$ cat src/rtl/bios_loader.sv
// HPS ioctl download to Next186 BIOS RAM bridge: filters by index, buffers words in a
// small FIFO, writes them under the BIOS_REQ busy handshake and holds the CPU in reset.
module bios_loader #(
  parameter int unsigned ADDR_W     = 13,
  parameter int unsigned DEPTH_LOG2 = 2,
  parameter int unsigned HOLD_CYC   = 16,
  parameter int unsigned ROM_INDEX  = 0
) (
  input  logic              clk_sys,
  input  logic              reset,
  input  logic              ioctl_download,
  input  logic [15:0]       ioctl_index,
  input  logic              ioctl_wr,
  input  logic [24:0]       ioctl_addr,
  input  logic [15:0]       ioctl_dout,
  output logic              ioctl_wait,
  output logic [ADDR_W-1:0] bios_addr,
  output logic [15:0]       bios_din,
  output logic              bios_wr,
  input  logic              bios_req,
  output logic              cpu_reset,
  output logic              load_done,
  output logic              overflow,
  output logic [15:0]       checksum
);

  localparam int unsigned Depth = 2 ** DEPTH_LOG2;
  localparam int unsigned CntW  = $clog2(HOLD_CYC + 1);

  typedef enum logic [1:0] {StIdle, StLoad, StDrain, StHold} state_e;

  state_e                 state_q;
  logic [CntW-1:0]        hold_cnt_q;
  logic                   sel_q;
  logic [ADDR_W+15:0]     mem [Depth];
  logic [DEPTH_LOG2-1:0]  wr_ptr_q, rd_ptr_q;
  logic [DEPTH_LOG2:0]    count_q;

  logic               sel, sel_rise, push, in_range, full, push_ok, pop, clear;
  logic [ADDR_W+15:0] head;

  assign sel      = ioctl_download && (ioctl_index == 16'(ROM_INDEX));
  assign sel_rise = sel && !sel_q;
  assign push     = sel && ioctl_wr;
  assign in_range = ((ioctl_addr >> (ADDR_W + 1)) == '0);
  assign full     = (count_q == (DEPTH_LOG2 + 1)'(Depth));
  assign push_ok  = push && in_range && !full;
  assign pop      = (count_q != '0) && !bios_req;
  assign head     = mem[rd_ptr_q];
  assign clear    = (state_q == StIdle) && sel_rise;

  // One slot of headroom: HPS may already have a write in flight when it sees wait.
  assign ioctl_wait = (count_q >= (DEPTH_LOG2 + 1)'(Depth - 1));

  always_ff @(posedge clk_sys) begin
    if (push_ok) mem[wr_ptr_q] <= {ioctl_addr[ADDR_W:1], ioctl_dout};
  end

  always_ff @(posedge clk_sys) begin
    if (reset) begin
      state_q    <= StIdle;
      hold_cnt_q <= '0;
      sel_q      <= 1'b0;
      wr_ptr_q   <= '0;
      rd_ptr_q   <= '0;
      count_q    <= '0;
      bios_addr  <= '0;
      bios_din   <= '0;
      bios_wr    <= 1'b0;
      cpu_reset  <= 1'b0;
      load_done  <= 1'b0;
      overflow   <= 1'b0;
      checksum   <= '0;
    end else begin
      sel_q     <= sel;
      bios_wr   <= pop;
      load_done <= 1'b0;

      if (push_ok) wr_ptr_q <= wr_ptr_q + 1'b1;
      if (pop) begin
        rd_ptr_q  <= rd_ptr_q + 1'b1;
        bios_addr <= head[ADDR_W+15:16];
        bios_din  <= head[15:0];
      end
      unique case ({push_ok, pop})
        2'b10:   count_q <= count_q + 1'b1;
        2'b01:   count_q <= count_q - 1'b1;
        default: count_q <= count_q;
      endcase

      checksum <= (clear ? 16'h0 : checksum) + (pop ? head[15:0] : 16'h0);
      overflow <= (clear ? 1'b0 : overflow) | (push && (!in_range || full));

      unique case (state_q)
        StIdle: begin
          if (sel_rise) begin
            state_q   <= StLoad;
            cpu_reset <= 1'b1;
          end
        end
        StLoad: begin
          if (!sel) state_q <= StDrain;
        end
        StDrain: begin
          if (sel_rise) begin
            state_q <= StLoad;
          end else if (count_q == '0) begin
            state_q    <= StHold;
            hold_cnt_q <= CntW'(HOLD_CYC - 1);
          end
        end
        StHold: begin
          // Leave as the count reaches zero so cpu_reset falls HOLD_CYC after the last write.
          if (sel_rise) begin
            state_q <= StLoad;
          end else if (hold_cnt_q <= CntW'(1)) begin
            state_q    <= StIdle;
            hold_cnt_q <= '0;
            cpu_reset  <= 1'b0;
            load_done  <= 1'b1;
          end else begin
            hold_cnt_q <= hold_cnt_q - 1'b1;
          end
        end
        default: state_q <= StIdle;
      endcase
    end
  end

endmodule
$ cat config.mk
export PLATFORM = sky130hd
export DESIGN_NAME = bios_loader
export DESIGN_NICKNAME = d
export VERILOG_FILES = /design/src/rtl/bios_loader.sv
export SDC_FILE = /design/constraint.sdc
export NUM_CORES = 1
export LEC_CHECK = 0
export BUFFER_PORTS_ARGS = -buffer_cell sky130_fd_sc_hd__buf_2
export CORE_MARGIN = 10
export CORE_UTILIZATION = 40
export DETAILED_ROUTE_END_ITERATION = 6
export SLEW_MARGIN = 20
export SYNTH_ARGS = -nofsm -noshare
export SYNTH_HDL_FRONTEND = slang
export SYNTH_SLANG_ARGS = --single-unit
$ cat constraint.sdc
create_clock -name clk_sys -period 9.1 [get_ports clk_sys]
set_input_delay 1.365 -clock clk_sys [delete_from_list [all_inputs] [get_ports clk_sys]]
set_output_delay 1.365 -clock clk_sys [all_outputs]
set_load 0.1 [all_outputs]
==> results of run 1 <==
flip-flops by register name (all words and copies together), names as in the netlist, 2 cells and up, named ones only:
| name | cells |
|---|---|
| mem | 116 |
| bios_din | 16 |
| checksum | 16 |
| bios_addr | 13 |
| hold_cnt_q | 5 |
| count_q | 3 |
| rd_ptr_q | 2 |
| state_q | 2 |
| wr_ptr_q | 2 |
cell usage in the layout, fill, tap and decap left out, types with 15 or more instances in the layout:
cell,count
a211oi_1,32
a21oi_1,46
buf_2,110
clkbuf_16,17
dfxtp_1,64
edfxtp_1,116
ha_1,22
mux2i_1,15
mux4_2,15
nand2_1,40
nor2_1,49
nor2b_1,33
cells by family after synthesis:
group | count (synthesis) | synth area share [%]
mux | 31 | 6.56
simple gates | 172 | 11.7
buf+inv | 41 | 2.47
compound gates | 121 | 10.3
fa+ha+maj | 24 | 4.14
flops | 182 | 63.1
xor+xnor | 15 | 1.73
layout make-up:
class / instances / area [sq um] / share of cell area [%]
Clock buffer: 20 / 447 / 4.98
Clock inverter: 12 / 134 / 1.49
Inverter: 14 / 53.8 / 0.600
Multi-Input combinational cell: 363 / 2620 / 29.2
Sequential cell: 182 / 4810 / 53.6
Tap cell: 234 / 293 / 3.27
Timing Repair Buffer: 118 / 611 / 6.81
metal layers:
layer / up-vias / GRT usage (%) / wire, microns
met3: 17 / 5.13 / 1260
met1: 2335 / 16.0 / 7210
met4: 8 / 3.66 / 123
met5: - / 0 / 43
li1: 2386 / - / -
met2: 125 / 22.7 / 8170
per-stage QoR:
| stage | power [mW] | instances | worst slack (ns) | hold WS (ns) | utilization, % |
|---|---|---|---|---|---|
| 2_1_floorplan | 0.900 | 586 | 5.06 | 0.456 | - |
| 3_3_place_gp | 0.918 | 911 | 4.07 | 0.442 | 44.8 |
| 3_5_place_dp | 0.919 | 911 | 3.98 | 0.447 | 44.8 |
| 4_1_cts | 1.64 | 943 | 4.42 | 0.458 | 47.9 |
| 5_1_grt | 1.67 | 943 | 4.17 | 0.472 | 47.9 |
| 6_report | 1.62 | 943 | 4.51 | 0.455 | 47.9 |
path summary, 6_finish.rpt:
path | startpoint | endpoint
setup / recovery | bios_req | checksum[13]
hold / removal | bios_addr[1] | bios_addr[1]
setup reg to reg | count_q[2] | checksum[13]
hold reg to reg | bios_addr[1] | bios_addr[1]
report_power, final:
group / internal, mW / switching, mW / total (mW)
clock network: 0.396 / 0.324 / 0.720
logic: 0.0105 / 0.0148 / 0.0253
registers: 0.876 / 0.00000207 / 0.876
total: 1.28 / 0.339 / 1.62
worst max-delay path: stages:
cell,delay (ns)
buf_2,0.08
or2_2,0.77
clkinv_2,0.56
nand2_1,0.33
inv_1,0.07
ha_1,0.29
a211o_1,0.34
a21oi_4,0.20
a21oi_2,0.09
or2_1,0.24
a31oi_1,0.20
mux2_1,0.35
==> impl_table.tex, run 1 <==
\begin{tabular}{lr}
\hline
Metric & Value \\
\hline
\multicolumn{2}{l}{\textbf{STA}} \\
Final number of hold-violating endpoints & 0 \\
Transition time of the tightest slew-check pin & between 1 and 1.5 ns \\
Final period utilization & around 50\% \\
Slew Viols, Final & 0 \\
RSZ-0062 raised after global routing & no \\
Highest clock rate & between 200 and 250 MHz \\
Clock tree skew after final layout & slightly above 0.01 ns \\
Setup violation total in the final timing report & 0 \\
Post-layout minimum cycle time & between 4 and 5 ns \\
Slew HR & between 30 and 40\% \\
Final total negative setup slack & 0 ns \\
\multicolumn{2}{l}{\textbf{Floorplan}} \\
Die area & 24900 sq um \\
Top-level port count & between 100 and 150 \\
Chip Height & between 150 and 200 microns \\
Standard-cell row count & 50 \\
Std-Cell Core Area & roughly 19000 sq um \\
Initial core utilization & 40.7\% \\
Width of the die & 158 microns \\
\multicolumn{2}{l}{\textbf{Synthesis}} \\
Yosys synthesis warning count & 0 \\
Most area-hungry cell type in the Yosys netlist & edfxtp\_1 \\
Most common flop cell mapped by yosys & edfxtp\_1 \\
Cell area after technology mapping & around 7600 sq um \\
Distinct cell type count after synthesis & between 50 and 60 \\
Share of the synthesized area in the top cell type & between 40\% and 50\% \\
Async set-reset flop share out of synthesis & 0\% \\
Synth Net Count & 672 \\
Number of instances in the synthesized netlist & 586 \\
Top cells by count, synth & edfxtp\_1, dfxtp\_1, nor2\_1 \\
Per-instance average area after synthesis & 13.0 sq um \\
Top cells by area, synth & edfxtp\_1, dfxtp\_1, mux4\_2 \\
Seq/Total Area, Yosys & between 60 and 70\% \\
Most frequent cell after synthesis & edfxtp\_1 \\
Post-synthesis register bit count & 182 \\
Count of flip-flops with a built-in enable after synthesis & $\sim$120 \\
\multicolumn{2}{l}{\textbf{Cells and area}} \\
Final instance area & roughly 9000 sq um \\
Fraction of final layout cells sized beyond drive strength 1 & about 25\% \\
Total Nets Final & about 780 \\
Synth-to-layout area growth & 17.8\% \\
ANT cells & 0 \\
Fill cells & roughly 1700 \\
\multicolumn{2}{l}{\textbf{Critical path}} \\
Required time of the critical path & approximately 9.4 ns \\
Crit. End Element & register \\
Signal arrival time at the worst endpoint & 4.90 ns \\
Element type at the critical path start & primary input \\
Setup slack on the worst flop-to-flop path & 4.90 ns \\
Path type of the worst setup path & in -> reg \\
Number of cells on the worst reg-to-reg path & 12 \\
Worst-path maximum fanout & 45 \\
\multicolumn{2}{l}{\textbf{Clocking}} \\
Worst-Skew Late Latency & $\sim$0.42 ns \\
Number of buffers added for setup after CTS & 0 \\
Clock tree buffer depth & 2 \\
Htree depth & 4 \\
Clock transition time at the flip-flop clock pins of the worst setup and hold paths & $\sim$0.07 ns \\
Number of sinks driven by the clock tree & approximately 180 \\
Number of buffers inserted during clock tree synthesis & 17 \\
CTS tree & built \\
Post\_cts resized & 0 \\
Hold-fix buffers, CTS & 0 \\
Clock tree root driver cell & clkbuf\_16 \\
\multicolumn{2}{l}{\textbf{GRT}} \\
Number of global-route vias before repair & $\sim$5100 \\
Antenna violations before repair & 4 \\
Overflow left after global routing & 0 \\
Maximum number of pins on one net before global-route repair & 67 \\
Total routing resource utilization after global routing & 13.6\% \\
First-pass GRT wire length & about 26 mm \\
\multicolumn{2}{l}{\textbf{Detailed routing}} \\
Via count & 4871 \\
Post-route antenna net violation count & 0 \\
Detailed-router iteration count before antenna repair & 4 \\
Violation count after the first detailed-routing iteration & between 200 and 250 \\
DRC errors left & 0 \\
Total length of routed wires & roughly 17 mm \\
Average vias per placed instance & approximately 5.2 \\
Wirelength per Cell & around 18 microns \\
\multicolumn{2}{l}{\textbf{Pwr}} \\
Total leakage power & roughly 3.4 nW \\
Maximum VDD drop & around 0.00013 V \\
Ratio of total power to cell area & $\sim$180 nW/um\^{}2 \\
\multicolumn{2}{l}{\textbf{Place}} \\
HPWL after detailed placement & approximately 11 mm \\
Gpl congestion & between 0.7 and 0.8 \\
Cell area reported after detailed placement & roughly 8400 sq um \\
Number of port buffers & 110 \\
\multicolumn{2}{l}{\textbf{Job}} \\
Number of max-cap violations & 0 \\
\multicolumn{2}{l}{\textbf{Outcome}} \\
Outcome & finished clean \\
\multicolumn{2}{l}{\textbf{Hold path}} \\
Worst hold path cell count & 2 \\
Classification of the worst-slack hold path & reg -> reg \\
\hline
\end{tabular}
(Power assumes the default switching activity.)
==> inputs of run 2 (changes only) <==
--- a/config.mk
+++ b/config.mk
@@ -5,6 +5,7 @@
 export SDC_FILE = /design/constraint.sdc
 export NUM_CORES = 1
 export LEC_CHECK = 0
+export ABC_AREA = 1
 export BUFFER_PORTS_ARGS = -buffer_cell sky130_fd_sc_hd__buf_2
 export CORE_MARGIN = 10
 export CORE_UTILIZATION = 40
==> constraint.sdc (replaced) <==
create_clock -name clk_sys -period 4.5 [get_ports clk_sys]
set_input_delay 0.675 -clock clk_sys [delete_from_list [all_inputs] [get_ports clk_sys]]
set_output_delay 0.675 -clock clk_sys [all_outputs]
set_load 0.1 [all_outputs]
==> impl_table.tex, run 2 <==
\begin{tabular}{lr}
\hline
Metric & Value \\
\hline
\multicolumn{2}{l}{\textbf{Outcome}} \\
Outcome & finished clean \\
\multicolumn{2}{l}{\textbf{Critical path}} \\
Worst-path maximum fanout & 32 \\
Element type at the critical path start & register \\
Required time of the critical path & 4.81 ns \\
Setup slack on the worst flop-to-flop path & approximately 1.3 ns \\
Signal arrival time at the worst endpoint & 3.47 ns \\
Path type of the worst setup path & reg -> reg \\
Crit. End Element & register \\
\multicolumn{2}{l}{\textbf{Pwr}} \\
Ratio of total power to cell area & 365 nW/um\^{}2 \\
Total leakage power & between 3 and 4 nW \\
Seq pwr share & $\sim$53\% \\
Net Sw Power & around 0.73 mW \\
Comb pwr share & between 2 and 3\% \\
Fraction of power spent switching nets & between 20\% and 30\% \\
Pint & 2.65 mW \\
Clock network fraction of total power & 45.0\% \\
Maximum VDD drop & roughly 0.00028 V \\
\multicolumn{2}{l}{\textbf{Detailed routing}} \\
Via count & roughly 5800 \\
DRC errors left & 0 \\
Average vias per placed instance & approximately 4.8 \\
Detailed-router iteration count before antenna repair & 5 \\
Wirelength per Cell & about 15 microns \\
Total length of routed wires & between 15 and 20 mm \\
Post-route antenna net violation count & 0 \\
Violation count after the first detailed-routing iteration & between 400 and 500 \\
\multicolumn{2}{l}{\textbf{Place}} \\
Gpl congestion & 0.842 \\
HPWL after detailed placement & roughly 12 mm \\
Minimum setup slack after placement & $\sim$1.1 ns \\
Number of port buffers & 110 \\
\multicolumn{2}{l}{\textbf{Floorplan}} \\
Standard-cell row count & just over 50 \\
Top-level port count & about 110 \\
Die area & between 20000 and 30000 sq um \\
Initial core utilization & between 40\% and 50\% \\
Chip Height & roughly 160 microns \\
Width of the die & $\sim$160 microns \\
Std-Cell Core Area & a little under 20000 sq um \\
\multicolumn{2}{l}{\textbf{GRT}} \\
Antenna violations before repair & 3 \\
Overflow left after global routing & 0 \\
Maximum number of pins on one net before global-route repair & 59 \\
First-pass GRT wire length & between 20 and 30 mm \\
Number of global-route vias before repair & 5558 \\
Total routing resource utilization after global routing & approximately 14\% \\
\multicolumn{2}{l}{\textbf{STA}} \\
Transition time of the tightest slew-check pin & a little over 0.9 ns \\
Setup violation total in the final timing report & 0 \\
Final period utilization & between 70\% and 80\% \\
Slack of the critical path & 1.35 ns \\
Worst Hold Slack & $\sim$0.46 ns \\
Final total negative setup slack & 0 ns \\
Slew HR & about two fifths \\
Highest clock rate & 317 MHz \\
RSZ-0062 raised after global routing & no \\
Final number of hold-violating endpoints & 0 \\
Clock tree skew after final layout & 0.00901 ns \\
Slew Viols, Final & 0 \\
Post-layout minimum cycle time & 3.15 ns \\
\multicolumn{2}{l}{\textbf{Synthesis}} \\
Most common flop cell mapped by yosys & edfxtp\_1 \\
Most area-hungry cell type in the Yosys netlist & edfxtp\_1 \\
Number of instances in the synthesized netlist & just over 800 \\
Top cells by count, synth & nor2\_1, edfxtp\_1, o21ai\_0 \\
Count of flip-flops with a built-in enable after synthesis & around 120 \\
Most frequent cell after synthesis & nor2\_1 \\
Cell area after technology mapping & 7810 sq um \\
Seq/Total Area, Yosys & between 60\% and 70\% \\
Distinct cell type count after synthesis & 33 \\
Async set-reset flop share out of synthesis & 0\% \\
Top cells by area, synth & edfxtp\_1, dfxtp\_1, nor2\_1 \\
Synth Net Count & about 890 \\
Share of the synthesized area in the top cell type & around 45\% \\
Per-instance average area after synthesis & approximately 9.7 sq um \\
Yosys synthesis warning count & 0 \\
Post-synthesis register bit count & around 180 \\
\multicolumn{2}{l}{\textbf{Cells and area}} \\
Flip-flop count of the largest register, all copies and words added & roughly 120 \\
Most common cell after layout, fill and taps aside & nor2\_1 \\
Top library cells by usage in the layout, fill and taps aside & nor2\_1, edfxtp\_1, buf\_2, o21ai\_0, a21oi\_1 \\
Leading registers by flop count & mem (116), bios\_din (16), checksum (16) \\
Largest register by flop count & mem \\
Fraction of final layout cells sized beyond drive strength 1 & between 10\% and 20\% \\
Synth-to-layout area growth & 18.7\% \\
Fill cells & 1811 \\
Total Nets Final & 1003 \\
\multicolumn{2}{l}{\textbf{Clocking}} \\
Number of buffers added for setup after CTS & 0 \\
Hold-fix buffers, CTS & 0 \\
Number of buffers inserted during clock tree synthesis & 17 \\
CTS tree & built \\
Htree depth & 4 \\
Number of sinks driven by the clock tree & 182 \\
Clock tree root driver cell & clkbuf\_16 \\
Worst-Skew Late Latency & between 0.4 and 0.5 ns \\
Clock transition time at the flip-flop clock pins of the worst setup and hold paths & around 0.070 ns \\
Post\_cts resized & 0 \\
Clock tree buffer depth & 2 \\
\multicolumn{2}{l}{\textbf{Job}} \\
Number of max-cap violations & 0 \\
\multicolumn{2}{l}{\textbf{Hold path}} \\
Classification of the worst-slack hold path & in -> reg \\
\hline
\end{tabular}
run 2: area by class of cell:
class                      instances  area, sq um  share of cell area [%]
multi-input combinational        523         2600                    28.0
timing repair buffer             123          648                    6.99
antenna                            3         7.51                  0.0809
inverter                          70          263                    2.83
clock buffer                      17          425                    4.59
tap                              265          332                    3.58
clock inverter                    15          194                    2.09
sequential                       182         4810                    51.8
run 2: path summary, 6_finish.rpt:
kind,startpoint,endpoint,cells past startpoint
worst min register to register,bios_din[1],bios_din[1],2
worst max register to register,count_q[1],checksum[10],18
worst min-delay path,ioctl_addr[1],mem[0][16],1
worst max-delay path,count_q[1],checksum[10],18
run 2: power by group through the flow:
stage	Sequential [mW]	Combinational, mW	Clock (mW)
after floorplan	1.82	0.0379	0
after global placement	1.82	0.0810	0
after detailed placement	1.82	0.0827	0
after CTS	1.78	0.0830	1.56
after global routing	1.78	0.0943	1.63
final	1.78	0.0830	1.52
run 2: per-stage QoR:
stage,power (mW),util (%),cell area (sq um),instances
final,3.39,48.0,9270,1198
after global routing,3.50,47.9,9270,1196
after CTS,3.42,47.9,9270,1195
after detailed placement,1.90,44.7,8650,1163
after global placement,1.90,44.7,8650,1163
after floorplan,1.85,-,7810,807
run 2: worst max-delay path, cell delays in order, from the launching register on:
cell	delay, ns
dfxtp_1	0.37
inv_1	0.09
nand3_1	0.10
inv_2	0.06
nor2_4	0.06
buf_4	0.30
inv_2	0.22
a21oi_1	0.27
ha_1	0.22
inv_1	0.06
fa_1	0.35
inv_1	0.10
nand3_1	0.07
nand2_1	0.15
a21boi_0	0.16
nor3_1	0.24
o21ai_0	0.11
nand2_1	0.07
nor2_1	0.04
run 2: logic make-up after synthesis:
logic type      share of synthesized area (%)
simple gates                             15.7
compound gates                           13.3
flops                                    61.5
xor+xnor                                0.112
fa+ha+maj                                4.04
buf+inv                                  5.35
run 2: layer usage:
metal | track usage [%] | routed length (microns) | vias up
li1 | - | - | 2964
met1 | 17.1 | 8280 | 2633
met2 | 22.3 | 8070 | 139
met3 | 3.93 | 989 | 14
met4 | 4.13 | 220 | 2
met5 | 0 | 13 | -
==> inputs of run 3 (changes only) <==
--- a/config.mk
+++ b/config.mk
@@ -5,7 +5,7 @@
 export SDC_FILE = /design/constraint.sdc
 export NUM_CORES = 1
 export LEC_CHECK = 0
-export ABC_AREA = 1
+export ABC_AREA = 0
 export BUFFER_PORTS_ARGS = -buffer_cell sky130_fd_sc_hd__buf_2
 export CORE_MARGIN = 10
 export CORE_UTILIZATION = 40
==> constraint.sdc (replaced) <==
create_clock -name clk_sys -period 2.58 [get_ports clk_sys]
set_input_delay 0.387 -clock clk_sys [delete_from_list [all_inputs] [get_ports clk_sys]]
set_output_delay 0.387 -clock clk_sys [all_outputs]
set_load 0.1 [all_outputs]
==> impl_table.tex, run 3 (synthesis results as in run 1) <==
\begin{tabular}{lr}
\hline
Metric & Value \\
\hline
\multicolumn{2}{l}{\textbf{Outcome}} \\
Outcome & finished, violations left \\
Failing checks & negative setup slack \\
\multicolumn{2}{l}{\textbf{Pwr}} \\
Total leakage power & a little under 4 nW \\
Ratio of total power to cell area & a little under 600 nW/um\^{}2 \\
Seq pwr share & between 50\% and 60\% \\
Clock network fraction of total power & a little under half \\
Maximum VDD drop & 0.000511 V \\
Net Sw Power & around 1.2 mW \\
Comb pwr share & between 1.5 and 2\% \\
Fraction of power spent switching nets & between 20\% and 30\% \\
Pint & roughly 4.6 mW \\
\multicolumn{2}{l}{\textbf{Cells and area}} \\
Synth-to-layout area growth & 33.1\% \\
Top library cells by usage in the layout, fill and taps aside & edfxtp\_1, buf\_2, buf\_4, dfxtp\_1, nor2\_1 \\
Fraction of the core area covered by cells at the end of the flow & a little over half \\
Largest register by flop count & mem \\
FF/Latch Area & around 4800 sq um \\
Flip-flop count of the largest register, all copies and words added & roughly 120 \\
Fill cells & around 1600 \\
Fraction of final layout cells sized beyond drive strength 1 & $\sim$40\% \\
Total Nets Final & between 800 and 900 \\
Final instance area & between 10000 and 15000 sq um \\
ANT cells & 0 \\
Total area of multi-input combinational cells & between 2000 and 3000 sq um \\
Most common cell after layout, fill and taps aside & edfxtp\_1 \\
Leading registers by flop count & mem (116), bios\_din (16), checksum (16) \\
\multicolumn{2}{l}{\textbf{Place}} \\
Gpl congestion & around 0.85 \\
Cell area reported after detailed placement & slightly above 9000 sq um \\
Number of port buffers & 110 \\
Minimum setup slack after placement & -0.599 ns \\
HPWL after detailed placement & 13.1 mm \\
\multicolumn{2}{l}{\textbf{Detailed routing}} \\
Average vias per placed instance & between 5 and 6 \\
Detailed-router iteration count before antenna repair & 5 \\
DRC errors left & 0 \\
Violation count after the first detailed-routing iteration & 324 \\
Via count & 5321 \\
Post-route antenna net violation count & 0 \\
Wirelength per Cell & $\sim$18 microns \\
Total length of routed wires & roughly 19 mm \\
\multicolumn{2}{l}{\textbf{GRT}} \\
Total routing resource utilization after global routing & approximately 15\% \\
Overflow left after global routing & 0 \\
Antenna violations before repair & 2 \\
Met2 usage & a little over a quarter \\
Number of global-route vias before repair & approximately 5500 \\
Highest-utilization routing layer at the global route stage & met2 \\
First-pass GRT wire length & about 30 mm \\
Global routing usage on met3 & 4.99\% \\
Maximum number of pins on one net before global-route repair & 53 \\
Met1 track utilization from global routing & 18.6\% \\
\multicolumn{2}{l}{\textbf{Clocking}} \\
Htree depth & 4 \\
Worst-Skew Late Latency & between 0.4 and 0.5 ns \\
Number of buffers inserted during clock tree synthesis & 17 \\
Clock tree buffer depth & 2 \\
CTS tree & built \\
Clock tree root driver cell & clkbuf\_16 \\
Hold-fix buffers, CTS & 0 \\
Number of sinks driven by the clock tree & 182 \\
Clock transition time at the flip-flop clock pins of the worst setup and hold paths & approximately 0.07 ns \\
\multicolumn{2}{l}{\textbf{Critical path}} \\
CP delay by family, top & simple AND/OR/NAND/NOR gates \\
Crit. End Element & register \\
Signal arrival time at the worst endpoint & $\sim$3.1 ns \\
Max stage delay cell, worst path & or3\_4 \\
Required time of the critical path & about 2.9 ns \\
Worst path cell trace & or3\_4 > nor3\_4 > buf\_12 > nand2b\_4 > inv\_2 > ha\_4 > a211o\_1 > a21oi\_4 > a21oi\_2 > or2\_1 > a31oi\_1 > mux2\_1 \\
Worst Path Buf+Inv & 2 \\
Element type at the critical path start & register \\
Largest incremental delay on the critical path & roughly 0.40 ns \\
Path type of the worst setup path & reg -> reg \\
Worst-path maximum fanout & 9 \\
\multicolumn{2}{l}{\textbf{STA}} \\
Slack of the critical path & -0.242 ns \\
Slew HR & roughly 64\% \\
Clock tree skew after final layout & 0.0149 ns \\
Highest clock rate & between 300 and 400 MHz \\
Slew Viols, Final & 0 \\
Post-layout minimum cycle time & 2.82 ns \\
Final period utilization & 109\% \\
Setup violation total in the final timing report & 8 \\
Worst Hold Slack & around 0.16 ns \\
Transition time of the tightest slew-check pin & 0.535 ns \\
Final number of hold-violating endpoints & 0 \\
RSZ-0062 raised after global routing & yes \\
\multicolumn{2}{l}{\textbf{Hold path}} \\
Classification of the worst-slack hold path & in -> reg \\
\multicolumn{2}{l}{\textbf{Floorplan}} \\
Chip Height & roughly 160 microns \\
Standard-cell row count & 50 \\
Std-Cell Core Area & roughly 19000 sq um \\
Top-level port count & 112 \\
Die area & $\sim$25000 sq um \\
Initial core utilization & about two fifths \\
Width of the die & around 160 microns \\
\multicolumn{2}{l}{\textbf{Job}} \\
Number of max-cap violations & 0 \\
\hline
\end{tabular}
[run 3: cell type report]
type | count | area share (%)
inverter | 14 | 0.531
clock buffer | 18 | 4.24
tap | 234 | 2.89
clock inverter | 14 | 1.85
sequential | 182 | 47.5
timing repair buffer | 213 | 14.5
multi-input combinational | 364 | 28.5
[run 3: final timing paths]
path                               startpoint            to  slack [ns]  cells past startpoint
worst min register to register   bios_addr[0]  bios_addr[0]        0.45                      2
worst max-delay path               state_q[1]  checksum[13]       -0.24                     12
worst min-delay path            ioctl_addr[2]    mem[1][17]        0.16                      1
worst max register to register     state_q[1]  checksum[13]       -0.24                     12
[run 3: what timing repair did]
item	4_1_cts	5_1_grt
pin swaps	12	25
resized for setup	26	33
endpoints found under the setup margin	12	13
cloned	1	0
setup buffers	9	6
[run 3: per-stage QoR]
stage	setup TNS [ns]	instances	power (mW)
3_3_place_gp	-4.17	991	3.24
4_1_cts	-1.09	1033	5.91
5_1_grt	-2.20	1039	6.06
6_report	-1.08	1039	5.85
2_1_floorplan	-0.997	586	3.17
3_5_place_dp	-4.38	991	3.25
[run 3: power groups by stage]
stage | Combinational [mW] | Sequential [mW] | Clock (mW)
finish | 0.102 | 3.09 | 2.66
global route | 0.112 | 3.08 | 2.86
CTS | 0.0996 | 3.09 | 2.73
detailed placement | 0.0983 | 3.15 | 0
global placement | 0.0909 | 3.15 | 0
floorplan | 0.0203 | 3.15 | 0
[run 3: routing by layer]
layer  up-vias  routed length (microns)
met1      2591                     7950
met3        21                      964
met2       116                     9630
li1       2589                        -
met4         4                      216
met5         -                       27
